### config.mk
export PLATFORM = sky130hd
export DESIGN_NAME = wb_writer
export DESIGN_NICKNAME = d
export VERILOG_FILES = /design/src/rtl/wb_writer.sv
export SDC_FILE = /design/constraint.sdc
export NUM_CORES = 1
export LEC_CHECK = 0
export BUFFER_PORTS_ARGS = -buffer_cell sky130_fd_sc_hd__buf_4
export CAP_MARGIN = 20
export CORE_MARGIN = 5
export CORE_UTILIZATION = 50
export DETAILED_ROUTE_END_ITERATION = 6
export PLACE_DENSITY = 0.72
export SLEW_MARGIN = 20
export SYNTH_ARGS = -nofsm -noshare
export SYNTH_HDL_FRONTEND = slang
export SYNTH_SLANG_ARGS = --single-unit
### constraint.sdc
create_clock -name clk -period 3.1 [get_ports clk]
set_input_delay 0.155 -clock clk [delete_from_list [all_inputs] [get_ports clk]]
set_output_delay 0.155 -clock clk [all_outputs]
set_load 0.05 [all_outputs]
### src/rtl/wb_writer.sv
// ---------------------------------------------------------------------------
// wb_writer
// Write-back initiator for the 32x32 MIPS register file. Merges the ALU
// result stream (never stalled, strict priority) and the handshaked load
// stream into the register file's single registered write port. Load results
// wait in a small FIFO while the ALU owns the port. An ALU write kills older
// queued loads to the same register, which keeps write-after-write order.
//
// Ports:
//   clk, rst                       clock, asynchronous active-high reset
//   alu_valid/alu_addr/alu_data    ALU result stream
//   ld_valid/ld_ready/ld_addr/ld_data   load result stream (valid/ready)
//   write_en/write_addr/write_data registered register-file write port
//   busy                           load FIFO non-empty
//   byp_addr/byp_hit/byp_data      forwarding query of newest pending value
//
// Optional feature macro: WB_BYPASS_EN
//   defined   : combinational forwarding search
//   undefined : byp_hit/byp_data tied to zero, no search logic
// ---------------------------------------------------------------------------
module wb_writer #(
  parameter int DEPTH = 4,
  parameter int AW    = 5,
  parameter int DW    = 32
) (
  input  logic          clk,
  input  logic          rst,
  input  logic          alu_valid,
  input  logic [AW-1:0] alu_addr,
  input  logic [DW-1:0] alu_data,
  input  logic          ld_valid,
  output logic          ld_ready,
  input  logic [AW-1:0] ld_addr,
  input  logic [DW-1:0] ld_data,
  output logic          write_en,
  output logic [AW-1:0] write_addr,
  output logic [DW-1:0] write_data,
  output logic          busy,
  input  logic [AW-1:0] byp_addr,
  output logic          byp_hit,
  output logic [DW-1:0] byp_data
);

  localparam int PW = $clog2(DEPTH);
  localparam int CW = $clog2(DEPTH + 1);

  logic [AW-1:0]    fifoAddr_q [DEPTH];
  logic [DW-1:0]    fifoData_q [DEPTH];
  logic [DEPTH-1:0] fifoValid_q, fifoValid_d;
  logic [PW-1:0]    wrPtr_q, rdPtr_q;
  logic [CW-1:0]    count_q, count_d;
  logic             ldReady_q;
  logic             wen_q, wen_d;
  logic [AW-1:0]    waddr_q, waddr_d;
  logic [DW-1:0]    wdata_q, wdata_d;
  logic             push, pop;

  // ld_ready is registered, so a full FIFO refuses a push even when it pops
  // in the same cycle.
  assign push = ld_valid && ldReady_q;
  assign pop  = !alu_valid && (count_q != '0);

  // Entry valid bits mean "occupied and not superseded". A matching ALU write
  // kills older entries; a load pushed in the same cycle is younger and is
  // set afterwards, so it survives.
  always_comb begin
    fifoValid_d = fifoValid_q;
    if (alu_valid && (alu_addr != '0)) begin
      for (int i = 0; i < DEPTH; i++) begin
        if (fifoValid_q[i] && (fifoAddr_q[i] == alu_addr)) begin
          fifoValid_d[i] = 1'b0;
        end
      end
    end
    if (pop) begin
      fifoValid_d[rdPtr_q] = 1'b0;
    end
    if (push) begin
      fifoValid_d[wrPtr_q] = 1'b1;
    end
  end

  always_comb begin
    count_d = count_q;
    if (push && !pop) begin
      count_d = count_q + 1'b1;
    end else if (pop && !push) begin
      count_d = count_q - 1'b1;
    end
  end

  // Port arbitration: ALU first, then the FIFO head. Register $zero and
  // killed entries occupy their slot but never assert the write enable.
  always_comb begin
    wen_d   = 1'b0;
    waddr_d = waddr_q;
    wdata_d = wdata_q;
    if (alu_valid) begin
      wen_d   = (alu_addr != '0);
      waddr_d = alu_addr;
      wdata_d = alu_data;
    end else if (pop) begin
      wen_d   = fifoValid_q[rdPtr_q] && (fifoAddr_q[rdPtr_q] != '0);
      waddr_d = fifoAddr_q[rdPtr_q];
      wdata_d = fifoData_q[rdPtr_q];
    end
  end

  // Control state and the registered write port.
  always_ff @(posedge clk or posedge rst) begin
    if (rst) begin
      fifoValid_q <= '0;
      wrPtr_q     <= '0;
      rdPtr_q     <= '0;
      count_q     <= '0;
      ldReady_q   <= 1'b0;
      wen_q       <= 1'b0;
      waddr_q     <= '0;
      wdata_q     <= '0;
    end else begin
      fifoValid_q <= fifoValid_d;
      count_q     <= count_d;
      ldReady_q   <= (count_d != CW'(DEPTH));
      wen_q       <= wen_d;
      waddr_q     <= waddr_d;
      wdata_q     <= wdata_d;
      if (push) begin
        wrPtr_q <= wrPtr_q + 1'b1;
      end
      if (pop) begin
        rdPtr_q <= rdPtr_q + 1'b1;
      end
    end
  end

  // Payload storage needs no reset; the valid bits qualify it.
  always_ff @(posedge clk) begin
    if (push) begin
      fifoAddr_q[wrPtr_q] <= ld_addr;
      fifoData_q[wrPtr_q] <= ld_data;
    end
  end

  assign ld_ready   = ldReady_q;
  assign busy       = (count_q != '0);
  assign write_en   = wen_q;
  assign write_addr = waddr_q;
  assign write_data = wdata_q;

`ifdef WB_BYPASS_EN
  logic          bypHit;
  logic [DW-1:0] bypData;
  logic [PW-1:0] bypIdx;

  // Lowest priority is evaluated first so later matches overwrite it:
  // output stage, FIFO oldest to newest, then the incoming ALU result.
  always_comb begin
    bypHit  = 1'b0;
    bypData = '0;
    bypIdx  = '0;
    if (wen_q && (waddr_q == byp_addr)) begin
      bypHit  = 1'b1;
      bypData = wdata_q;
    end
    for (int k = 0; k < DEPTH; k++) begin
      bypIdx = rdPtr_q + PW'(k);
      if ((CW'(k) < count_q) && fifoValid_q[bypIdx] &&
          (fifoAddr_q[bypIdx] == byp_addr)) begin
        bypHit  = 1'b1;
        bypData = fifoData_q[bypIdx];
      end
    end
    if (alu_valid && (alu_addr == byp_addr)) begin
      bypHit  = 1'b1;
      bypData = alu_data;
    end
    if (byp_addr == '0) begin
      bypHit  = 1'b0;
      bypData = '0;
    end
  end

  assign byp_hit  = bypHit;
  assign byp_data = bypData;
`else
  logic unusedBypAddr;
  assign unusedBypAddr = ^byp_addr;
  assign byp_hit       = 1'b0;
  assign byp_data      = '0;
`endif

endmodule

# Word-level counts from Yosys, hierarchy flattened
# Memory sizes are Yosys's and may differ from the RTL's.
# Cells that the tools add are included.
dict set report totals {
  wordCells 68
  memories 2
  reg_bits 50
  input_bits 83
  ram_bits 148
}
dict set report classes {
  n_mux 23
  eq_ne 5
  n_addsub 4
  n_bitwise 3
  n_reduce_logical 19
  order_cmp 4
}
# name words word_bits rd rd_ports_with_merged_regs wr line
set memory_table {}
lappend memory_table {fifoData_q 4 32 1 0 1 48} ;# logic [DW-1:0] fifoData_q [DEPTH];
lappend memory_table {fifoAddr_q 4 5 5 0 1 47} ;# logic [AW-1:0] fifoAddr_q [DEPTH];
# operator n
set ops {}
lappend ops {{$mux 32} 2}
lappend ops {{$eq 5x5->1} 4}
lappend ops {{$logic_and 1x1->1} 12}
lappend ops {{$mux 4} 3}
lappend ops {{$mux 1} 11}
lappend ops {{$mux 5} 2}
lappend ops {{$reduce_bool 5->1} 2}
lappend ops {{$lt 2x3->1 const B} 2}
lappend ops {{$mux 3} 2}
lappend ops {{$add 2x1->2 const B} 2}
lappend ops {{$and 4x4->4} 1}
lappend ops {{$demux 1 s2} 2}
lappend ops {{$ge 2x1->1 const B} 2}
lappend ops {{$not 4->4} 1}
lappend ops {{$or 4x4->4} 1}
lappend ops {{$add 3x1->3 const B} 1}
lappend ops {{$logic_not 1->1} 3}
lappend ops {{$ne 3x3->1 const B} 1}
lappend ops {{$reduce_bool 3->1} 1}
lappend ops {{$sub 3x1->3 const B} 1}
lappend ops {{$bmux 1 s2} 1}
lappend ops {{$reduce_bool 2->1} 1}

# Depth between registers and ports, before layout
# Gate-level depths: netlist of run 1.
dict set report logic_depth {
  depth_word 9
  mapped_depth 8
  depth_no_buf 8
}

# Worst setup path after synthesis of run 1
# No wires, ideal clock.
dict set report synth_timing {
  path_type {register to register}
  from {reg ldReady_q (netlist: ld_ready)}
  to {mem fifoAddr_q[0][0], enable pin}
  path_stages_with_launch 2
  synth_period_minus_slack_ns 2.121
  path_buffers 0
  arrival_time_ns 1.722
  setup_time_ns 0.399
  path_slack_ns 0.979
  required_time_ns 2.701
  cell_sequence {dfrtp_1 -> and3_1}
}
dict set report synth_via {
  elab_chain_cells 3
}
# element line
set synth_rtl {}
lappend synth_rtl {{start: declaration} 52} ;# logic ldReady_q;
lappend synth_rtl {{start signal: assignment} 123} ;# ldReady_q <= (count_d != CW'(DEPTH));
lappend synth_rtl {{$logic_and 1x1->1} 60} ;# assign push = ld_valid && ldReady_q;
lappend synth_rtl {{$mux 1} 138} ;# if (push) begin
lappend synth_rtl {{$mux 1 (implied by the code)} 139} ;# fifoAddr_q[wrPtr_q] <= ld_addr;
lappend synth_rtl {{end: declaration} 47}
# Every way passes these cells.

# Worst setup path after layout of run 1
dict set report layout_timing {
  from {reg count_q[1]}
  to {out busy}
}
dict set report layout_via {
  elab_chain_cells 1
}
# element line
set layout_rtl {}
lappend layout_rtl {{start: declaration} 51} ;# logic [CW-1:0] count_q, count_d;
lappend layout_rtl {{start signal: assignment} 122} ;# count_q <= count_d;
lappend layout_rtl {{$reduce_bool 3->1} 145} ;# assign busy = (count_q != '0);
lappend layout_rtl {{end: declaration} 38} ;# output logic busy,
# Every way passes these cells.

==> run summary, run 1 <==
The flow ran to the end, and the final reports show no timing, DRC or antenna violations. Timing would allow up to roughly 0.42 GHz. The congestion estimate from routability-driven global placement came to slightly below 0.8. The post-detailed-routing wire length is 17.5 mm. On the critical path the largest part of the delay comes from buffers and inverters. After clock tree synthesis, the clock-pin slew on the worst setup and hold paths is roughly 60 ps. The critical path goes through inv_1 > ha_1 > nor2b_1 > inv_2 > buf_4 > buf_4. The worst setup path is launched from a flip-flop. For the pin with the worst max-slew slack, the measured transition is roughly 900 ps.

In the routed design, unresolved DRC markers number 0. The biggest area contributor in the post-synthesis netlist is sky130_fd_sc_hd__edfxtp_1. The number of pins exceeding their max-slew limit in the final report came out at 0. The worst pin sits at a relative slew slack of about two fifths.

The data arrival time of the worst path came out at 2230 ps. The ratio of routed vias to standard cells came out at approximately 5.2. The boundary pin count came out at around 160. After clock tree synthesis, the setup repair step added 0 buffers. Global routing used roughly a fifth of the available tracks. The clock network latency to the later pin of the worst-skew pair is approximately 430 ps. By count the netlist is led by 148 x sky130_fd_sc_hd__edfxtp_1, 50 x sky130_fd_sc_hd__dfrtp_1, 46 x sky130_fd_sc_hd__nand2_1. For this design the ratio of total power to cell area is around 880 nW/um^2. Once detail routing completed, the nets flagged for antenna violations numbered 0. Setup repair after global routing left no endpoint under its margin. The clock drives 198 sinks.

The static leakage is between 4 and 5 nW. The dominant register cell in the synthesized netlist is sky130_fd_sc_hd__edfxtp_1. The number of antenna violations at the first check in global routing came out at 0. Yosys attributes the largest share of cell area to sky130_fd_sc_hd__edfxtp_1 54%, sky130_fd_sc_hd__dfrtp_1 15%, sky130_fd_sc_hd__mux4_2 9.5%, sky130_fd_sc_hd__mux2i_1 4.5%, sky130_fd_sc_hd__buf_4 3.0%. The first detailed-routing pass ran for 4 iterations. The area of the core came out at approximately 16000 sq um. The full die area is between 15000 and 20000 sq um.

The number of enable flip-flop cells after synthesis is roughly 150. The layout overhead on the synthesized area came out at 27.1%. The data required time of the critical path is 2940 ps.

The worst path uses approximately 77% of the clock period. In this run, the number of DRC markers left after iteration 0 of detailed routing was around 280. The number of hold buffers added after cts came out at between 70 and 80.

The average routed wire per standard cell came out at 19.1 um. The dominant cell by count in the synthesized netlist is sky130_fd_sc_hd__edfxtp_1. TritonCTS built the clock tree.

The summed negative setup slack over all endpoints came out at 0 ps. Across all layers, the routed design uses between 4k and 5k vias. The total of fill cells in the finished design came out at approximately 1.1k. In this run the clock root is driven by a sky130_fd_sc_hd__clkbuf_16. The die outline height came out at 139 um. Among the stages of the critical path, the cell type that occurs most often is sky130_fd_sc_hd__buf_4. The count of instances resized after the clock tree is built is 0. The number of hold violations in the final report came to 0. The number of antenna repair diodes is 0. Setup violations remaining at the end of the flow were counted as 0. The area fraction of the dominant cell type after synthesis is between 50 and 60%. The post-route netlist has about 28% of its cells at a drive strength greater than 1. The H-tree was split into 4 levels.

After floorplanning, the core was divided into 47 placement rows. No sink is reached through more buffers than the 2 on the longest clock path. The placed wire-length estimate came out at 10.5 mm.

The post-layout minimum cycle time is approximately 2400 ps. The number of library cell types mapped by synthesis came out at 32. The instance count of the mapped netlist came out at about 500.

The total power of the final layout is 9.21 mW. The starting utilization of the core area is approximately half. The worst-case clock skew is approximately 7.9 ps. The largest fanout on the critical path is 38.

The share of synthesized flip-flops with an asynchronous set or reset is roughly 25%. STA classifies the critical path endpoint as an output port. The delay contributed by the slowest stage of the critical path came out at 590 ps.

In this run the cell area of the synthesized design comes to 8260 sq um. The Yosys step of the flow raised 0 warnings. The synthesized flop and latch total is a little under 200.

Measured along the x axis, the die boundary spans between 100 and 150 um. The via count of the first global-routing pass came out at 5055. The maximum number of pins on one net before global-route repair is 43.

By startpoint and endpoint, the worst setup path is classified as flip-flop to output port. The first global-routing pass estimated ~28 mm of wire. The number of maximum-capacitance constraint violations came out at 0. The net count of the finished layout is between 700 and 800. In this run the tool buffered the top-level ports with between 100 and 150 buffer cells.

The min-delay analysis places its worst path in the category input port to flip-flop. Together, buffers and inverters on the worst path number 4. The highest ir drop seen on vdd came out at approximately 540 uV. In this run the mean area of a mapped cell was 16.8 sq um.

The sequential-to-total area share from yosys stat is around 69%. The number of buffers created by CTS is 17. Among all stages on the critical path, the largest delay is contributed by sky130_fd_sc_hd__buf_4. For this run the aggregate overflow at the end of global routing stands at 0.
==> state kept, by name (all words and copies together) (netlist names) <==
name         flops
fifoData_q     128
write_data      32
fifoAddr_q      20
write_addr       5
fifoValid_q      4
count_q          3
rdPtr_q          2
wrPtr_q          2
ld_ready         1
write_en         1
==> per-stage QoR <==
| step | setup slack, ps | instance area, sq um | hold WS [ps] | std cells | util (%) |
|---|---|---|---|---|---|
| after CTS | 688 | 10500 | 1.34 | 918 | 64.0 |
| after global placement | 803 | 9260 | 354 | 814 | 56.4 |
| after detailed placement | 806 | 9260 | 358 | 814 | 56.4 |
| final | 710 | 10500 | 20.9 | 918 | 64.0 |
| after floorplan | 979 | 8380 | 254 | 525 | - |
| after global routing | 593 | 10500 | 20.4 | 918 | 64.0 |
==> cell type report <==
class	instances	area, sq um	share of cell area [%]
Sequential cell	198	5700	54.3
Clock buffer	26	459	4.37
Clock inverter	6	57.6	0.548
Timing Repair Buffer	200	1680	16.0
Tap cell	220	275	2.62
Inverter	8	30.0	0.286
Multi-Input combinational cell	260	2290	21.9
==> worst min-delay path, cell delays in order <==
cell and delay, ps:
sky130_fd_sc_hd__buf_4 140, sky130_fd_sc_hd__nand2_1 60, sky130_fd_sc_hd__o21ai_0 60
==> cells by family after synthesis <==
| logic type | count (synthesis) | synth area share, % |
|---|---|---|
| other cells | 1 | 0.0454 |
| mux | 75 | 15.0 |
| buf+inv | 67 | 4.76 |
| xor+xnor | 25 | 2.65 |
| simple gates | 65 | 3.53 |
| fa+ha+maj | 12 | 1.79 |
| flops | 198 | 69.0 |
| compound gates | 50 | 3.27 |
==> where the power goes <==
group	switching [mW]	internal (mW)	total [mW]
sequential	0.334	3.52	3.85
clock	0.886	1.10	1.99
combinational	2.01	1.36	3.36
==> worst paths after layout <==
path	end	from	slack, ps	depth (start not counted)
max reg2reg	write_en	rdPtr_q[0]	830	4
min reg2reg	fifoValid_q[2]	fifoValid_q[2]	510	1
max in group asynchronous	write_data[15]	rst	1850	4
max	busy	count_q[1]	710	6
min	write_addr[1]	alu_addr[1]	20	3
min in group asynchronous	write_data[27]	rst	480	3
==> cells in the final DEF (no fill, tap or decap), drive strengths merged, types with 2 or more instances in the layout <==
cell type and count:
o21ai 42, mux2i 37, mux4 38, and3 4, nand2 46, dlygate4sd3 72, clkinv 5, a31o 4
inv 8, dfrtp 50, or4 2, o22ai 2, edfxtp 148, clkbuf 26, xnor2 12, nand3 4
conb 33, buf 128, xor2 13, nor4 4, ha 11
==> per-layer routing <==
metal | wire [um] | part of all wire, % | vias up | global-route usage [%]
met1 | 7010 | 40 | 2383 | 23.8
met2 | 9160 | 52 | 169 | 32.2
met4 | 191 | 1.1 | 0 | 5.15
met5 | 0 | 0 | - | 0
met3 | 1180 | 6.7 | 16 | 4.94
li1 | - | - | 2166 | -
Note: power is estimated with default switching activity, not from simulation.
==> inputs of run 2 (changes only) <==
--- a/config.mk
+++ b/config.mk
@@ -10,7 +10,7 @@
 export CORE_MARGIN = 5
 export CORE_UTILIZATION = 50
 export DETAILED_ROUTE_END_ITERATION = 6
-export PLACE_DENSITY = 0.72
+export PLACE_DENSITY = 0.75
 export SLEW_MARGIN = 20
 export SYNTH_ARGS = -nofsm -noshare
 export SYNTH_HDL_FRONTEND = slang
==> constraint.sdc (replaced) <==
create_clock -name clk -period 2 [get_ports clk]
set_input_delay 0.1 -clock clk [delete_from_list [all_inputs] [get_ports clk]]
set_output_delay 0.1 -clock clk [all_outputs]
set_load 0.05 [all_outputs]
==> run 2 against run 1 <==
  * Worst hold slack better by 73 ps
  * Sequential power up 53%
  * Register-to-register slack worse by 790 ps
  * Critical path depth up 2
  * Count of clock-buffer cells in the layout unchanged
  * Die area unchanged
  * Cell count up 1.3%
  * Global-route usage up 0.39 points
  * Critical path type is now flip-flop to flip-flop
  * Critical endpoint is now ld_ready
==> run summary, run 2 (synthesis gave the netlist of run 1 again) <==
The portion of total power attributed to the clock network was 23.2% (was 21.6%). RSZ-0062 raised after global routing: yes (was no). The switching share of power is 34.1% (was 35.0%).

The cell area power density is 1380 nW/um^2 (was 877 nW/um^2). The final setup violation count came to 0 (unchanged). The worst slew margin relative to its limit came out at 66.1% (was 40.7%). The number of pins exceeding their max-slew limit in the final report is 0 (unchanged).

The number of flip-flops in the largest register is 128 (unchanged). Run status: finished, final reports clean (unchanged). The power share of the sequential group is 39.5% (was 41.9%). The clock tree from TritonCTS is done (unchanged). The multi-input gate area in the final layout came out at 2300 sq um (was 2290 sq um). The last weighted congestion value of the routability-driven placer is 0.816 (was 0.781).

The static leakage was 4.34 nW (was 4.21 nW). The die outline height came to 139 um (unchanged). The fmax is 0.510 GHz. The count of H-tree levels built during CTS came out at 4 (unchanged). The number of optimization iterations in the first detailed-route pass is 5 (was 4). The category of the worst setup path launch point is a flip-flop (unchanged). The detailed router's first-iteration violation count came out at 426 (was 277). The number of hold violations in the final report came out at 0 (unchanged).

The kind of capture point of the worst setup path was a flip-flop (was output port). The data arrival time of the worst path is 2260 ps (was 2230 ps). The summed negative setup slack over all endpoints is 0 ps (unchanged). The highest ir drop seen on vdd is 701 uV (was 540 uV). The number of antenna violations at the first check in global routing is 1 (was 0).

The clock-pin slew on the worst setup and hold paths came to 70 ps (was 60 ps). The full die area is 19200 sq um (unchanged). The area of the core came out at 16400 sq um (unchanged). The transition time of the tightest slew-check pin is 507 ps (was 889 ps). The via count of the routed design is 4913 (was 4734). The placed wire-length estimate came to 11.2 mm (was 10.5 mm).

The startpoint-to-endpoint class of the critical path is flip-flop to flip-flop (was flip-flop to output port). The starting utilization of the core area is 50.3% (unchanged). The cell at the root of the clock tree was sky130_fd_sc_hd__clkbuf_16 (unchanged). The DRC violation count after routing came to 0 (unchanged). The maximum number of pins on one net before global-route repair came out at 39 (was 43). The total power of the final layout came out at 14.9 mW (was 9.21 mW). The largest fanout on the critical path came to 4 (was 38). The via count of the first global-routing pass is 5283 (was 5055). Cells along the critical path: inv_1 > ha_1 > nor2b_2 > inv_2 > nand2b_1 > o22ai_2 > xor2_1 > or3b_1 (was inv_1 > ha_1 > nor2b_1 > inv_2 > buf_4 > buf_4). The boundary pin count came out at 156 (unchanged). The delay contributed by the slowest stage of the critical path came to 380 ps (was 590 ps). Commonest cells after routing, fill and taps aside: 148 x sky130_fd_sc_hd__edfxtp_1, 131 x sky130_fd_sc_hd__buf_4, 75 x sky130_fd_sc_hd__dlygate4sd3_1, 48 x sky130_fd_sc_hd__dfrtp_1, 46 x sky130_fd_sc_hd__nand2_1 (was 148 x sky130_fd_sc_hd__edfxtp_1, 128 x sky130_fd_sc_hd__buf_4, 72 x sky130_fd_sc_hd__dlygate4sd3_1, 48 x sky130_fd_sc_hd__dfrtp_1, 46 x sky130_fd_sc_hd__nand2_1). The number of nets still failing antenna checks after routing came to 0 (unchanged). The total of fill cells in the finished design came out at 1101 (was 1112). The average routed wire per standard cell is 19.3 um (was 19.1 um). The worst reg2reg path depth is 8 (was 4). The post-placement cell area was 9360 sq um (was 9260 sq um).

The aggregate global-route resource usage is 19.2% (was 18.8%). The x dimension of the die came out at 139 um (unchanged). The fraction of layout cells with a size suffix above 1 is 30.6% (was 28.4%). The leading cell type in the layout, fill and taps excluded is sky130_fd_sc_hd__edfxtp_1 (unchanged). The final worst-path cycle share came out at a little over nine tenths. The count of nets after finishing came out at 790 (was 779). The end-of-flow core utilization came out at 65.6% (was 64.0%).

The layout overhead on the synthesized area is 30.3% (was 27.1%). The portion of total power attributed to combinational logic is 37.2% (was 36.5%). The number of buffers created by CTS came out at 17 (unchanged). The register cell area after layout came out at 5700 sq um (unchanged). The post-layout instance count excluding filler cells was 930 (was 918). The clock network latency to the later pin of the worst-skew pair came out at 420 ps (was 430 ps). The register with the highest flop count is fifoData_q (unchanged).

The post-placement cell count came to 821 (was 814). The buffer depth of the longest clock path is 2 (unchanged). The ratio of routed vias to standard cells is 5.28 (was 5.16). The wire length of the first global-routing pass came out at 28.5 mm (was 27.7 mm). The number of instances on the worst hold path came to 3 (unchanged). The switching power is 5.07 mW (was 3.23 mW). The class of the tightest hold or removal check was input port to flip-flop (unchanged). The data required time of the critical path came out at 2300 ps (was 2940 ps). The summed area of non-filler cells in the final layout is 10800 sq um (was 10500 sq um). The post-layout minimum cycle time came out at 1960 ps. The worst-case clock skew came out at 9.06 ps (was 7.90 ps).

The number of clock sinks came to 198 (unchanged). The cell type of the slowest stage on the worst timing path is sky130_fd_sc_hd__dfrtp_1 (was sky130_fd_sc_hd__buf_4). The number of maximum-capacitance constraint violations is 0 (unchanged). The cell-internal power is 9.80 mW (was 5.98 mW). The count of buffers from port buffering came to 117 (unchanged).

The post-detailed-routing wire length was 17.9 mm (was 17.5 mm). The total number of placement rows is 47 (unchanged). The sum of overflow across all layers after global routing is 0 (unchanged).
run 2: cell count changes in the layout (fill, tap and decap cells not counted), sizes merged:
| cell | previous run | this run |
|---|---|---|
| inv | 8 | 9 |
| buf | 128 | 136 |
| diode | 0 | 1 |
| clkinv | 5 | 4 |
| dlygate4sd3 | 72 | 75 |
run 2: repair_timing:
item                                   in CTS  in global routing
hold buffers                               75                  0
endpoints found under the hold margin     205                  0
setup buffers                               0                  1
resized for setup                           2                  4
setup endpoints to repair                   1                  3
run 2: worst max-delay path: cells and delay by family, from the launching register on:
family,cells,cell delay (ps)
AOI/OAI and AO/OA,1,220
xor gates and xnor gates,1,210
buffers and inverters,2,180
DFF,1,380
and+or+nand+nor,3,670
adders and majority gates,1,190
run 2: cell type report:
type                            count  area share (%)
Sequential cell                   198            52.9
Clock buffer                       26            5.22
Inverter                            8           0.279
Timing Repair Buffer              211            17.0
Antenna cell                        1          0.0233
Tap cell                          220            2.56
Clock inverter                      6           0.523
Multi-Input combinational cell    260            21.4
run 2: power groups by stage:
stage	registers (mW)	clock network [mW]	logic, mW
floorplan	6.85	0	2.81
global placement	5.89	0	5.24
detailed placement	5.95	0	5.36
CTS	5.88	3.52	5.52
global route	5.97	3.69	5.90
finish	5.88	3.45	5.54
run 2: path summary, 6_finish.rpt:
check	slack, ps	endpoint	from
max in group asynchronous	1070	write_data[7]	rst
worst min register to register	520	fifoValid_q[2]	fifoValid_q[2]
min in group asynchronous	270	count_q[0]	rst
worst min-delay path	90	write_data[10]	alu_valid
worst max-delay path	40	ld_ready	count_q[1]
worst max register to register	40	ld_ready	count_q[1]
run 2: metrics by stage:
| stage | setup slack [ps] | hold WS (ps) |
|---|---|---|
| final | 38.0 | 93.4 |
| after global routing | -19.5 | 96.5 |
| after CTS | 3.77 | 60.8 |
| after detailed placement | 39.8 | 183 |
| after global placement | 59.6 | 181 |
| after floorplan | 102 | 199 |
run 2: per-layer routing:
metal | GRT usage, % | wire length, um | vias to the layer above
li1 | - | - | 2199
met1 | 23.8 | 7100 | 2495
met2 | 32.8 | 9320 | 181
met3 | 4.39 | 1060 | 38
met4 | 7.75 | 459 | 0
met5 | 0 | 0 | -
==> inputs of run 3 (changes only) <==
--- a/config.mk
+++ b/config.mk
@@ -10,7 +10,7 @@
 export CORE_MARGIN = 5
 export CORE_UTILIZATION = 50
 export DETAILED_ROUTE_END_ITERATION = 6
-export PLACE_DENSITY = 0.75
+export PLACE_DENSITY = 0.76
 export SLEW_MARGIN = 20
 export SYNTH_ARGS = -nofsm -noshare
 export SYNTH_HDL_FRONTEND = slang
==> run 3 against run 2 <==
  * Global-route usage increased by 0.38 points
  * Power increased by 1.4%
  * Sequential cell count unchanged
  * Final area increased by 1.2%
  * Clock skew increased by 3.4 ps
  * Combinational power increased by 6.5%
  * Worst hold slack got worse by 16 ps
  * Die area unchanged
  * Non-clock buffer count increased by 15
  * Sequential share of layout area decreased by 0.63 points
  * First-iteration DRC count decreased by 18%
  * Critical path type unchanged
  * Largest cell class unchanged
  * Largest power group is now combinational cells
==> run summary, run 3 (synthesis gave the netlist of run 1 again) <==
The number of optimization iterations in the first detailed-route pass is 4 (was 5). The total of fill cells in the finished design was 1042 (was 1101). The post-placement cell area came out at 9420 sq um (was 9360 sq um). The number of pins exceeding their max-slew limit in the final report is 0 (unchanged). The number of hold violations in the final report came out at 0 (unchanged). The ratio of routed vias to standard cells was 5.17 (was 5.28). The largest fanout on the critical path came out at 4 (unchanged). The area of the core is 16400 sq um (unchanged). The switching share of power came out at 35.2% (was 34.1%). The placed wire-length estimate was 11.5 mm (was 11.2 mm). The number of antenna repair diodes came to 0 (was 1).

The total number of placement rows came out at 47 (unchanged). The count of nets after finishing came out at 805 (was 790). The portion of total power attributed to combinational logic came out at 39.2% (was 37.2%). The summed area of non-filler cells in the final layout is 10900 sq um (was 10800 sq um). The fraction of layout cells with a size suffix above 1 came out at 32.5% (was 30.6%). The summed negative setup slack over all endpoints was 0 ps (unchanged).

Run status: finished, final reports clean (unchanged). The startpoint-to-endpoint class of the critical path is flip-flop to flip-flop (unchanged). The kind of capture point of the worst setup path is a flip-flop (unchanged). The count of buffers from port buffering is 117 (unchanged).

The worst reg2reg path depth was 5 (was 8). The via count of the first global-routing pass came to 5202 (was 5283). The wire length of the first global-routing pass came to 28.7 mm (was 28.5 mm). The number of flip-flops in the largest register is 128 (unchanged). The layout overhead on the synthesized area came to 31.9% (was 30.3%). The capturing point of the worst reg2reg path is write_en (was ld_ready). The average routed wire per standard cell is 19.5 um (was 19.3 um).

The full die area came to 19200 sq um (unchanged). The detailed router's first-iteration violation count is 351 (was 426). The last weighted congestion value of the routability-driven placer is 0.843 (was 0.816). The class of the tightest hold or removal check is input port to flip-flop (unchanged). The register with the highest flop count is fifoData_q (unchanged). The cell at the root of the clock tree is sky130_fd_sc_hd__clkbuf_16 (unchanged). The number of instances on the worst hold path is 3 (unchanged). The via count of the routed design came out at 4882 (was 4913).

The starting utilization of the core area came out at 50.3% (unchanged). The post-layout minimum cycle time is 1990 ps (was 1960 ps). The switching power is 5.31 mW (was 5.07 mW). The data required time of the critical path is 2300 ps (about the same). The buffer depth of the longest clock path came out at 2 (unchanged). The startpoint of the tightest hold check path is alu_valid (unchanged). The DRC violation count after routing came to 0 (unchanged). The maximum number of pins on one net before global-route repair came out at 39 (unchanged). The category of the worst setup path launch point is a flip-flop (unchanged). The cell-internal power is 9.76 mW (was 9.80 mW). The data arrival time of the worst path came to 2290 ps (was 2260 ps). The worst-case clock skew is 12.4 ps (was 9.06 ps). The x dimension of the die is 139 um (unchanged).

RSZ-0062 raised after global routing: yes (unchanged). The cell area power density is 1380 nW/um^2 (about the same). The number of nets still failing antenna checks after routing came to 0 (unchanged). The static leakage came out at 4.40 nW (was 4.34 nW). The count of H-tree levels built during CTS is 4 (unchanged). The leading cell type in the layout, fill and taps excluded was sky130_fd_sc_hd__edfxtp_1 (unchanged). The worst slack on hold paths came to 77.3 ps (was 93.4 ps).

The portion of total power attributed to the clock network was 21.8% (was 23.2%). The aggregate global-route resource usage came out at 19.5% (was 19.2%). The startpoint of the worst-slack reg-to-reg timing path is rdPtr_q[0] (was count_q[1]).

The sum of overflow across all layers after global routing is 0 (unchanged). The endpoint with the worst hold slack is write_data[7] (was write_data[10]). The clock network latency to the later pin of the worst-skew pair came out at 440 ps (was 420 ps). The number of antenna violations at the first check in global routing is 0 (was 1). The clock tree from TritonCTS is done (unchanged). The final setup violation count is 0 (unchanged). The die outline height came to 139 um (unchanged). Commonest cells after routing, fill and taps aside: 148 x sky130_fd_sc_hd__edfxtp_1, 141 x sky130_fd_sc_hd__buf_4, 75 x sky130_fd_sc_hd__dlygate4sd3_1, 48 x sky130_fd_sc_hd__dfrtp_1, 46 x sky130_fd_sc_hd__nand2_1 (was 148 x sky130_fd_sc_hd__edfxtp_1, 131 x sky130_fd_sc_hd__buf_4, 75 x sky130_fd_sc_hd__dlygate4sd3_1, 48 x sky130_fd_sc_hd__dfrtp_1, 46 x sky130_fd_sc_hd__nand2_1). The boundary pin count is 156 (unchanged). The highest ir drop seen on vdd is 841 uV (was 701 uV). The setup slack of the most critical reg-to-reg path is 10 ps (was 40 ps). The clock-pin slew on the worst setup and hold paths came to 80 ps (was 70 ps). The post-detailed-routing wire length came out at 18.4 mm (was 17.9 mm).

The number of buffers created by CTS came out at 17 (unchanged). The end-of-flow core utilization came out at 66.4% (was 65.6%). The fmax is 0.503 GHz (was 0.510 GHz). The number of maximum-capacitance constraint violations is 0 (unchanged). The total power of the final layout is 15.1 mW (was 14.9 mW).

The final worst-path cycle share is 99.3% (was 98.1%). The power share of the sequential group is 39.1% (was 39.5%). The number of clock sinks is 198 (unchanged).
[run 3: cell count changes in the layout (fill, tap and decap cells not counted), sizes merged]
| cell | before | now |
|---|---|---|
| clkinv | 4 | 3 |
| buf | 136 | 150 |
| clkbuf | 26 | 18 |
| inv | 9 | 14 |
| bufbuf | 0 | 1 |
| diode | 1 | 0 |
| clkinvlp | 0 | 4 |
[run 3: final cells by class]
class / instances / area, sq um / area share [%]
multi-input combinational: 260 / 2300 / 21.2
inverter: 8 / 30.0 / 0.276
tap: 220 / 275 / 2.53
timing repair buffer: 226 / 2010 / 18.5
clock buffer: 18 / 429 / 3.94
clock inverter: 14 / 141 / 1.30
sequential: 198 / 5700 / 52.3
[run 3: power groups by stage]
stage,Clock [mW],Sequential [mW],Combinational (mW)
2_1_floorplan,0,6.85,2.81
3_3_place_gp,0,5.91,5.28
3_5_place_dp,0,5.99,5.41
4_1_cts,3.31,5.89,5.77
5_1_grt,3.51,5.98,6.28
6_report,3.28,5.89,5.90
[run 3: metal layers]
metal / vias up / global-route usage [%] / part of all wire, %
met5: - / 0 / 0
met4: 0 / 7.28 / 1.6
met3: 27 / 4.25 / 6.4
met2: 179 / 33.5 / 52
met1: 2455 / 24.6 / 40
li1: 2221 / - / -
[run 3: worst max path at each step]
stage,slack (ps),depth (start not counted),endpoint,start
after floorplan,100,5,write_en,rdPtr_q[0]
after global placement,20,4,write_en,rdPtr_q[0]
after detailed placement,-40,8,ld_ready,count_q[1]
after CTS,20,4,write_en,rdPtr_q[0]
after global routing,-80,5,write_en,rdPtr_q[0]
final,10,5,write_en,rdPtr_q[0]
[run 3: critical path: stages, from the launching register on]
cell and delay (ps):
sky130_fd_sc_hd__dfrtp_2 430, sky130_fd_sc_hd__buf_12 120, sky130_fd_sc_hd__mux4_2 510, sky130_fd_sc_hd__or4_1 540
sky130_fd_sc_hd__o211ai_1 180, sky130_fd_sc_hd__nand2_1 70
[run 3: per-stage QoR]
step | std cells | setup WS, ps
2_1_floorplan | 525 | 102
3_3_place_gp | 825 | 24.7
3_5_place_dp | 825 | -41.2
4_1_cts | 938 | 21.8
5_1_grt | 944 | -84.5
6_report | 944 | 13.1
[run 3: repair_timing]
action / CTS / global route
setup endpoints to repair: 3 / 3
hold buffers: 75 / 0
gates resized for setup: 2 / 4
gates cloned: 1 / 0
buffers inserted: 5 / 6
hold endpoints to repair: 201 / 0
pin swaps: 1 / 2
